--- config.mk ---
export PLATFORM = sky130hd
export DESIGN_NAME = stopwatch_ctrl
export DESIGN_NICKNAME = d
export VERILOG_FILES = /design/src/rtl/stopwatch_ctrl_pkg.sv /design/src/rtl/stopwatch_ctrl_counter.sv /design/src/rtl/stopwatch_ctrl.sv
export SDC_FILE = /design/constraint.sdc
export NUM_CORES = 1
export LEC_CHECK = 0
export CAP_MARGIN = 40
export CORE_MARGIN = 5
export CORE_UTILIZATION = 35
export CTS_CLUSTER_DIAMETER = 40
export DETAILED_ROUTE_END_ITERATION = 8
export GPL_TIMING_DRIVEN = 0
export PLACE_DENSITY = 0.6
export SYNTH_ARGS = -nofsm -noshare
export SYNTH_HDL_FRONTEND = slang
export SYNTH_HIERARCHICAL = 1
export SYNTH_SLANG_ARGS = --single-unit
--- constraint.sdc ---
create_clock -name clk -period 2.68 [get_ports clk]
set_clock_uncertainty 0.2 [all_clocks]
set_input_delay 0.268 -clock clk [delete_from_list [all_inputs] [get_ports clk]]
set_output_delay 0.268 -clock clk [all_outputs]
set_load 0.05 [all_outputs]
--- src/rtl/stopwatch_ctrl_pkg.sv ---
// Shared stopwatch definitions: mode encodings, default field limits and the
// mode-selection rule. Also used by the display and divider blocks.
package stopwatch_ctrl_pkg;

    localparam logic [1:0] ST_RUN   = 2'd0;
    localparam logic [1:0] ST_PAUSE = 2'd1;
    localparam logic [1:0] ST_ADJ   = 2'd2;

    localparam int unsigned DEF_MAX_SEC = 59;
    localparam int unsigned DEF_MAX_MIN = 59;
    localparam int unsigned DEF_CNT_W   = 6;

    // adjust request dominates; otherwise the (already updated) paused flag
    // picks between pause and run
    function automatic logic [1:0] next_mode(input logic adj, input logic paused);
        if (adj)
            return ST_ADJ;
        else if (paused)
            return ST_PAUSE;
        else
            return ST_RUN;
    endfunction

endpackage

--- src/rtl/stopwatch_ctrl_counter.sv ---
// mod_counter: modulo-(MAX+1) counter with enable and synchronous clear.
//   clk    in   system clock
//   rst    in   asynchronous active-high reset (q -> 0)
//   en     in   advance by one, wrapping MAX -> 0
//   clr    in   synchronous clear, dominates en
//   q      out  current count
//   at_max out  q is at (or beyond) MAX; next increment wraps to 0
module mod_counter #(
    parameter int unsigned MAX = 59,
    parameter int unsigned W   = 6
) (
    input  logic         clk,
    input  logic         rst,
    input  logic         en,
    input  logic         clr,
    output logic [W-1:0] q,
    output logic         at_max
);

    localparam logic [W-1:0] MAX_Q = W'(MAX);

    // >= so that an out-of-range value also wraps to 0 on the next increment
    assign at_max = (q >= MAX_Q);

    always_ff @(posedge clk or posedge rst) begin
        if (rst)
            q <= '0;
        else if (clr)
            q <= '0;
        else if (en)
            q <= at_max ? '0 : q + W'(1);
    end

endmodule

--- src/rtl/stopwatch_ctrl.sv ---
// stopwatch_ctrl: mode controller and MM:SS time-keeping core.
//   clk, rst     system clock, asynchronous active-high reset
//   tick_1hz     1-cycle enable, advances time in run mode
//   tick_2hz     1-cycle enable, adjust step and blink rate
//   adj          level, requests adjust mode
//   sel          level, adjust target (0 = minutes, 1 = seconds)
//   pause_pulse  1-cycle press, toggles the paused flag
//   clr          1-cycle press, zeroes both time fields
//   minutes      current minutes
//   seconds      current seconds
//   mode         current mode (ST_RUN / ST_PAUSE / ST_ADJ)
//   blink        blank phase for the field being adjusted
//   rollover     1-cycle pulse when MAX_MIN:MAX_SEC wraps to 00:00 in run
module stopwatch_ctrl
    import stopwatch_ctrl_pkg::*;
#(
    parameter int unsigned MAX_SEC = DEF_MAX_SEC,
    parameter int unsigned MAX_MIN = DEF_MAX_MIN,
    parameter int unsigned CNT_W   = DEF_CNT_W
) (
    input  logic             clk,
    input  logic             rst,
    input  logic             tick_1hz,
    input  logic             tick_2hz,
    input  logic             adj,
    input  logic             sel,
    input  logic             pause_pulse,
    input  logic             clr,
    output logic [CNT_W-1:0] minutes,
    output logic [CNT_W-1:0] seconds,
    output logic [1:0]       mode,
    output logic             blink,
    output logic             rollover
);

    logic       paused;
    logic       paused_next;
    logic [1:0] mode_next;
    logic       sec_at_max;
    logic       min_at_max;
    logic       sec_en;
    logic       min_en;
    logic       run_tick;
    logic       adj_tick;

    // increment decisions use the mode held at the start of the cycle
    assign run_tick = (mode == ST_RUN) && tick_1hz;
    assign adj_tick = (mode == ST_ADJ) && tick_2hz;

    // run: seconds every tick, minutes carry from seconds wrap
    // adjust: only the selected field steps, no carry
    assign sec_en = run_tick || (adj_tick && sel);
    assign min_en = (run_tick && sec_at_max) || (adj_tick && !sel);

    // pause presses made during adjust land in the flag and show on exit
    assign paused_next = paused ^ pause_pulse;
    assign mode_next   = next_mode(adj, paused_next);

    mod_counter #(.MAX(MAX_SEC), .W(CNT_W)) u_sec (
        .clk    (clk),
        .rst    (rst),
        .en     (sec_en),
        .clr    (clr),
        .q      (seconds),
        .at_max (sec_at_max)
    );

    mod_counter #(.MAX(MAX_MIN), .W(CNT_W)) u_min (
        .clk    (clk),
        .rst    (rst),
        .en     (min_en),
        .clr    (clr),
        .q      (minutes),
        .at_max (min_at_max)
    );

    always_ff @(posedge clk or posedge rst) begin
        if (rst) begin
            mode     <= ST_RUN;
            paused   <= 1'b0;
            blink    <= 1'b0;
            rollover <= 1'b0;
        end else begin
            mode     <= mode_next;
            paused   <= paused_next;
            rollover <= run_tick && sec_at_max && min_at_max && !clr;
            // blink is forced low as soon as the next mode leaves adjust
            if (mode_next != ST_ADJ)
                blink <= 1'b0;
            else if (adj_tick)
                blink <= ~blink;
        end
    end

endmodule
==> results of run 1 <==
[final timing paths]
kind / start / end / slack [ps] / cells after the start
worst max-delay path: u_sec/q[0] / u_min/q[4] / 330 / 8
worst min-delay path: rst / paused / 30 / 2
worst max register to register: u_sec/q[0] / u_min/q[4] / 330 / 8
worst min register to register: paused / paused / 270 / 1
max in group asynchronous: rst / u_sec/q[4] / 2010 / 2
min in group clk: paused / paused / 270 / 1
[Yosys cell counts (all sizes together)]
cell and number:
a21oi 12, a31oi 2, a41oi 2, and2b 1
dfrtp 17, ha 2, inv 9, mux2i 1
nand2 9, nand2b 1, nand3 9, nand3b 5
nand4b 3, nor2 4, nor3 3, o2111ai 2
o21ai 2, o221a 2, o311ai 2, o41ai 2
or2b 1, xor2 1
[report_power, final]
| group | switching, mW | internal, mW |
|---|---|---|
| combinational | 0.0833 | 0.0475 |
| clock | 0.0801 | 0.0555 |
| sequential | 0.0190 | 0.276 |
| total | 0.182 | 0.379 |
[kinds of logic (layout without fill, tap and decap cells)]
logic type      count (synthesis)  count (layout)  share of synthesized area (%)
compound gates                 26              26                           21.0
buf+inv                         9              36                           3.78
xor+xnor                        1               1                          0.979
mux                             1               1                           1.12
flops                          17              17                           47.6
fa+ha+maj                       2               2                           2.80
simple gates                   36              36                           22.8
[flip-flops by register name, summed over array words and instances (netlist names)]
register	count
blink	1
mode	2
paused	1
rollover	1
u_min/q	6
u_sec/q	6
[per-layer routing]
layer  vias to the layer above  GRT usage (%)
met5                         -              0
met4                         0           3.72
met3                         2           4.26
met2                        27           21.5
met1                       402           16.1
li1                        398              -
[cell type report]
class	count	share of cell area, %
multi-input cells	66	36.8
flip-flops and latches	17	35.6
repair buffers	23	19.3
well taps	30	3.14
inverters	9	2.83
clock buffers	3	1.89
clock inverters	1	0.419
[metrics by stage]
stage / area (sq um) / utilization (%) / setup slack (ps)
finish: 1190 / 48.6 / 328
global route: 1190 / 48.6 / 70.3
CTS: 1190 / 48.5 / 200
detailed placement: 1160 / 47.3 / 229
global placement: 1160 / 47.3 / 174
floorplan: 895 / - / 142
[timing repair]
item / in CTS / in global routing
resized for setup: 0 / 1
setup endpoints to repair: 0 / 1
hold endpoints to repair: 0 / 0
[worst reg2reg max path, delay by kind of cell (launching register included)]
family,cells,cell delay [ps]
adders and majority gates,1,320
AOI/OAI and AO/OA,4,920
and+or+nand+nor,2,240
buffers and inverters,1,120
DFF,1,440
==> metrics.txt, run 1 <==
final hold slack 34.0 ps; status completed; total wire length 2050 um; Synth area leader dfrtp_1; Non-Filler Instances 149; Final Max Tran Viols 0; layout net count 130; hold_buf cts 0; slowest stage cell, crit path dfrtp_1; Period minus WS final 2350 ps; vias in the first global route 808; Core Region 0.00245 sq mm; Post-Syn Nets 102; Buffers & Inverters on Critical Path 1; Final Hold Vio Count 0; Top Layer Used met4; DR vias/cell 5.56; CTS Buffer Depth 2; clk slew on worst S/H paths 100 ps; FILL cells 244; I/O Buffers 23; dominant cells by area after synthesis dfrtp_1 (48%), a21oi_1 (6.7%), nand3_1 (5.0%); Area Growth Syn to Fin 33.4%; # IOs 24; DR WL met3 145 um; Rows 18; setup tns final 0 ps; Cells after Synth 92; setup bufs post-CTS 0; Worst-Skew Late Latency 290 ps; DP HPWL 1520 um; Die Ht 60.6 um; Die W 60.6 um; drt wl/cell 13.8 um; share of layout cells above drive strength 1 7.56%; CTS sink count 17; metal2 WL 999 um; commonest non-fill, non-tap cells in the layout clkdlybuf4s50_1 (23), dfrtp_1 (17), a21oi_1 (11); synthesized cell area 895 sq um; final worst-path cycle share 87.8%; crit start category register; Syn Area/Cell 9.72 sq um; die area 0.00367 sq mm; CTS tree yes; crit end category register; n_diodes 0; Slew Limit Headroom 64.7%; maximum clock rate 425 MHz; routability congestion estimate 0.852; pin count of the biggest net entering global routing 14; Lkg Pwr 0.480 nW; DR vias 829; # setup viols final 0; total grt overflow 0; gr usage total 12.9%; Synth Register Bits 17; Ys Warns 6; first drt pass iteration count 4; Worst-Margin Slew 527 ps; crit-path max cell delay 440 ps; Max FO, Critical Path 7; CP top delay family compound AO/OA/AOI/OAI gates; RSZ-0062 raised after global routing false; Tot Pwr 0.561 mW; first-pass GRT wire length 3550 um; TritonCTS buffer count 3; Netlist cell types 23; DRC 0; post-route ant nets 0; Max VDD drop 0.436 mV; Arr. time, crit path 2310 ps; initial antenna violation count 0; area occupied by multi-input gates 439 sq um; MaxCap Viol Count 0; PD cells 470 mW/mm^2; worst hold path type input port to asynchronous set/reset pin; Yosys top cell area share 47.6%; WP data required 2640 ps; critical path, cell by cell ha_1 -> o2111ai_2 -> inv_1 -> nand3b_1 -> a21oi_2 -> nand2_1 -> o311ai_1 -> o41ai_1; M1 WL 896 um; post-synthesis sequential area ratio 47.6%; Placed Cells 145; htree depth 1; Crit Path Class register to register; Initial Util 36.4%; initial DRC count 39; CTS Root Cell clkbuf_4; commonest non-fill, non-tap cell in the layout clkdlybuf4s50_1; register area 425 sq um
No activity file was read; power rests on OpenSTA's default activity.
==> run 2: changes to the inputs <==
Settings changed: CORE_UTILIZATION 35 to 46, PLACE_DENSITY 0.6 to 0.76.
Clock period 2.68 ns to 2.18 ns, I/O delays scaled along.
==> run 2 against run 1 <==
Register-to-register slack got worse by 210 ps. Flip-flop and latch count unchanged. Clock power increased by 23%. Critical endpoint is now minutes[2]. Largest power group unchanged.
==> metrics.txt, run 2 (synthesized netlist as in run 1, its figures left out) <==
status completed; DR vias/cell 5.66 (+1.7%); area occupied by multi-input gates 459 sq um (+4.6%); MaxCap Viol Count 0 (unchanged); crit start category register; Critical Path End minutes[2]; slowest stage cell, crit path clkdlybuf4s50_1; Initial Util 47.0% (+11 points); crit-path max cell delay 860 ps (+420 ps); share of layout cells above drive strength 1 15.4% (+7.9 points); CP Depth 1 (-7); Final Max Tran Viols 0 (unchanged); Lkg Pwr 0.489 nW (+1.8%); maximum clock rate 484 MHz; # setup viols final 0 (unchanged); CTS tree yes; total grt overflow 0 (unchanged); initial antenna violation count 0 (unchanged); Crit Path Class register to output pin; total wire length 2060 um (+0.29%); gr usage total 15.1% (+2.2 points); Finished Cell Area 0.00125 sq mm (+4.7%); TritonCTS buffer count 3 (unchanged); pin count of the biggest net entering global routing 14 (unchanged); biggest regs u_min/q: 6 flops, u_sec/q: 6 flops, mode: 2 flops; first-pass GRT wire length 3200 um (-9.7%); Slew Limit Headroom 64.2% (-0.48 points); Core Region 0.00190 sq mm (-23%); first drt pass iteration count 4 (unchanged); vias in the first global route 785 (-2.8%); routability congestion estimate 0.753 (-12%); post-route ant nets 0 (unchanged); Arr. time, crit path 1650 ps (-660 ps); Period minus WS final 2070 ps; layout net count 134 (+3.1%); DRC 0 (unchanged); Area Growth Syn to Fin 39.7%; Placed Cells 142 (-2.1%); Buffers & Inverters on Critical Path 1 (unchanged); Max FO, Critical Path 9 (+2); Reg2Reg Setup Slack 120 ps (-210 ps); critical path, cell by cell clkdlybuf4s50_1; Max VDD drop 0.411 mV (-5.8%); Reg-to-Reg End u_min/q[4]; Final Hold Vio Count 0 (unchanged); Die Ht 54.1 um (-11%); DR vias 849 (+2.4%); PD cells 564 mW/mm^2 (+20%); Worst Setup SP u_min/q[2]; register area 433 sq um (+1.8%); WP data required 1760 ps (-880 ps); commonest non-fill, non-tap cell in the layout clkdlybuf4s50_1; Non-Filler Instances 150 (+0.67%); Hold Path Origin adj; FILL cells 160 (-34%); CTS Buffer Depth 2 (unchanged); clk slew on worst S/H paths 100 ps (about the same); worst hold path type input port to register; DP HPWL 1500 um (-1.3%); crit end category output pin; Die W 54.1 um (-11%); Worst-Skew Late Latency 280 ps (about the same); commonest non-fill, non-tap cells in the layout clkdlybuf4s50_1 (23), a21oi_1 (11), dfrtp_1 (11); die area 0.00293 sq mm (-20%); n_diodes 0 (unchanged); # IOs 24 (unchanged); Reg2Reg Launch Point u_sec/q[0]; drt wl/cell 13.7 um (-0.38%); Worst-Margin Slew 535 ps (+7.25 ps); final core utilization 65.7% (+17 points); I/O Buffers 23 (unchanged); DP Area 0.00118 sq mm (+1.7%); initial DRC count 17 (-56%); htree depth 1 (unchanged); CTS sink count 17 (unchanged); worst-case reg-to-reg path depth 8 (unchanged); CP top delay family buffers and inverters; CTS Root Cell clkbuf_4; final worst-path cycle share 94.8%; Rows 16 (-2)
## run 2: cell types whose count changed in the layout (fill, tap and decap cells not counted)
cell           change
dfrtp_1            -6
a21oi_4            +1
a21oi_2            -1
dfrtp_2            +6
ha_4               +1
dlygate4sd3_1      +1
ha_1               -1
buf_4              +3
## run 2: cell type report
type / instances / area share [%]
inverters: 9 / 2.70
flip-flops and latches: 17 / 34.6
repair buffers: 27 / 21.0
clock inverters: 1 / 0.400
well taps: 27 / 2.70
clock buffers: 3 / 1.80
multi-input cells: 66 / 36.7
## run 2: report_power, final
part,switching (mW),internal (mW)
combinational,0.105,0.0679
clock,0.0985,0.0680
sequential,0.0260,0.340
## run 2: how the worst min path moves through the flow
stage	endpoint	slack [ps]	cells after the start
after global routing	mode[1]	270	1
after floorplan	blink	-200	1
after global placement	paused	240	1
after CTS	mode[1]	250	1
after detailed placement	paused	240	1
final	mode[1]	250	1
## run 2: per-layer routing
| layer | vias to the layer above | track usage (%) | share of wire [%] |
|---|---|---|---|
| li1 | 405 | - | - |
| met1 | 409 | 19.0 | 46 |
| met2 | 33 | 24.4 | 47 |
| met3 | 2 | 4.16 | 5.8 |
| met4 | 0 | 6.22 | 1.1 |
| met5 | - | 0 | 0 |
## run 2: timing repair
action / 4_1_cts / 5_1_grt
hold buffers: 1 / 0
resized for setup: 0 / 1
setup endpoints to repair: 0 / 2
setup buffers: 0 / 3
hold endpoints to repair: 5 / 0
## run 2: through the flow
stage          TNS (ps)  power, mW  hold slack (ps)  setup slack (ps)
2_1_floorplan         0      0.469             -203              32.8
3_3_place_gp          0      0.531              240              39.5
3_5_place_dp      -10.8      0.533              243             -10.8
4_1_cts               0      0.699              251              30.6
5_1_grt          -0.376      0.744              267            -0.376
6_report              0      0.705              253               114
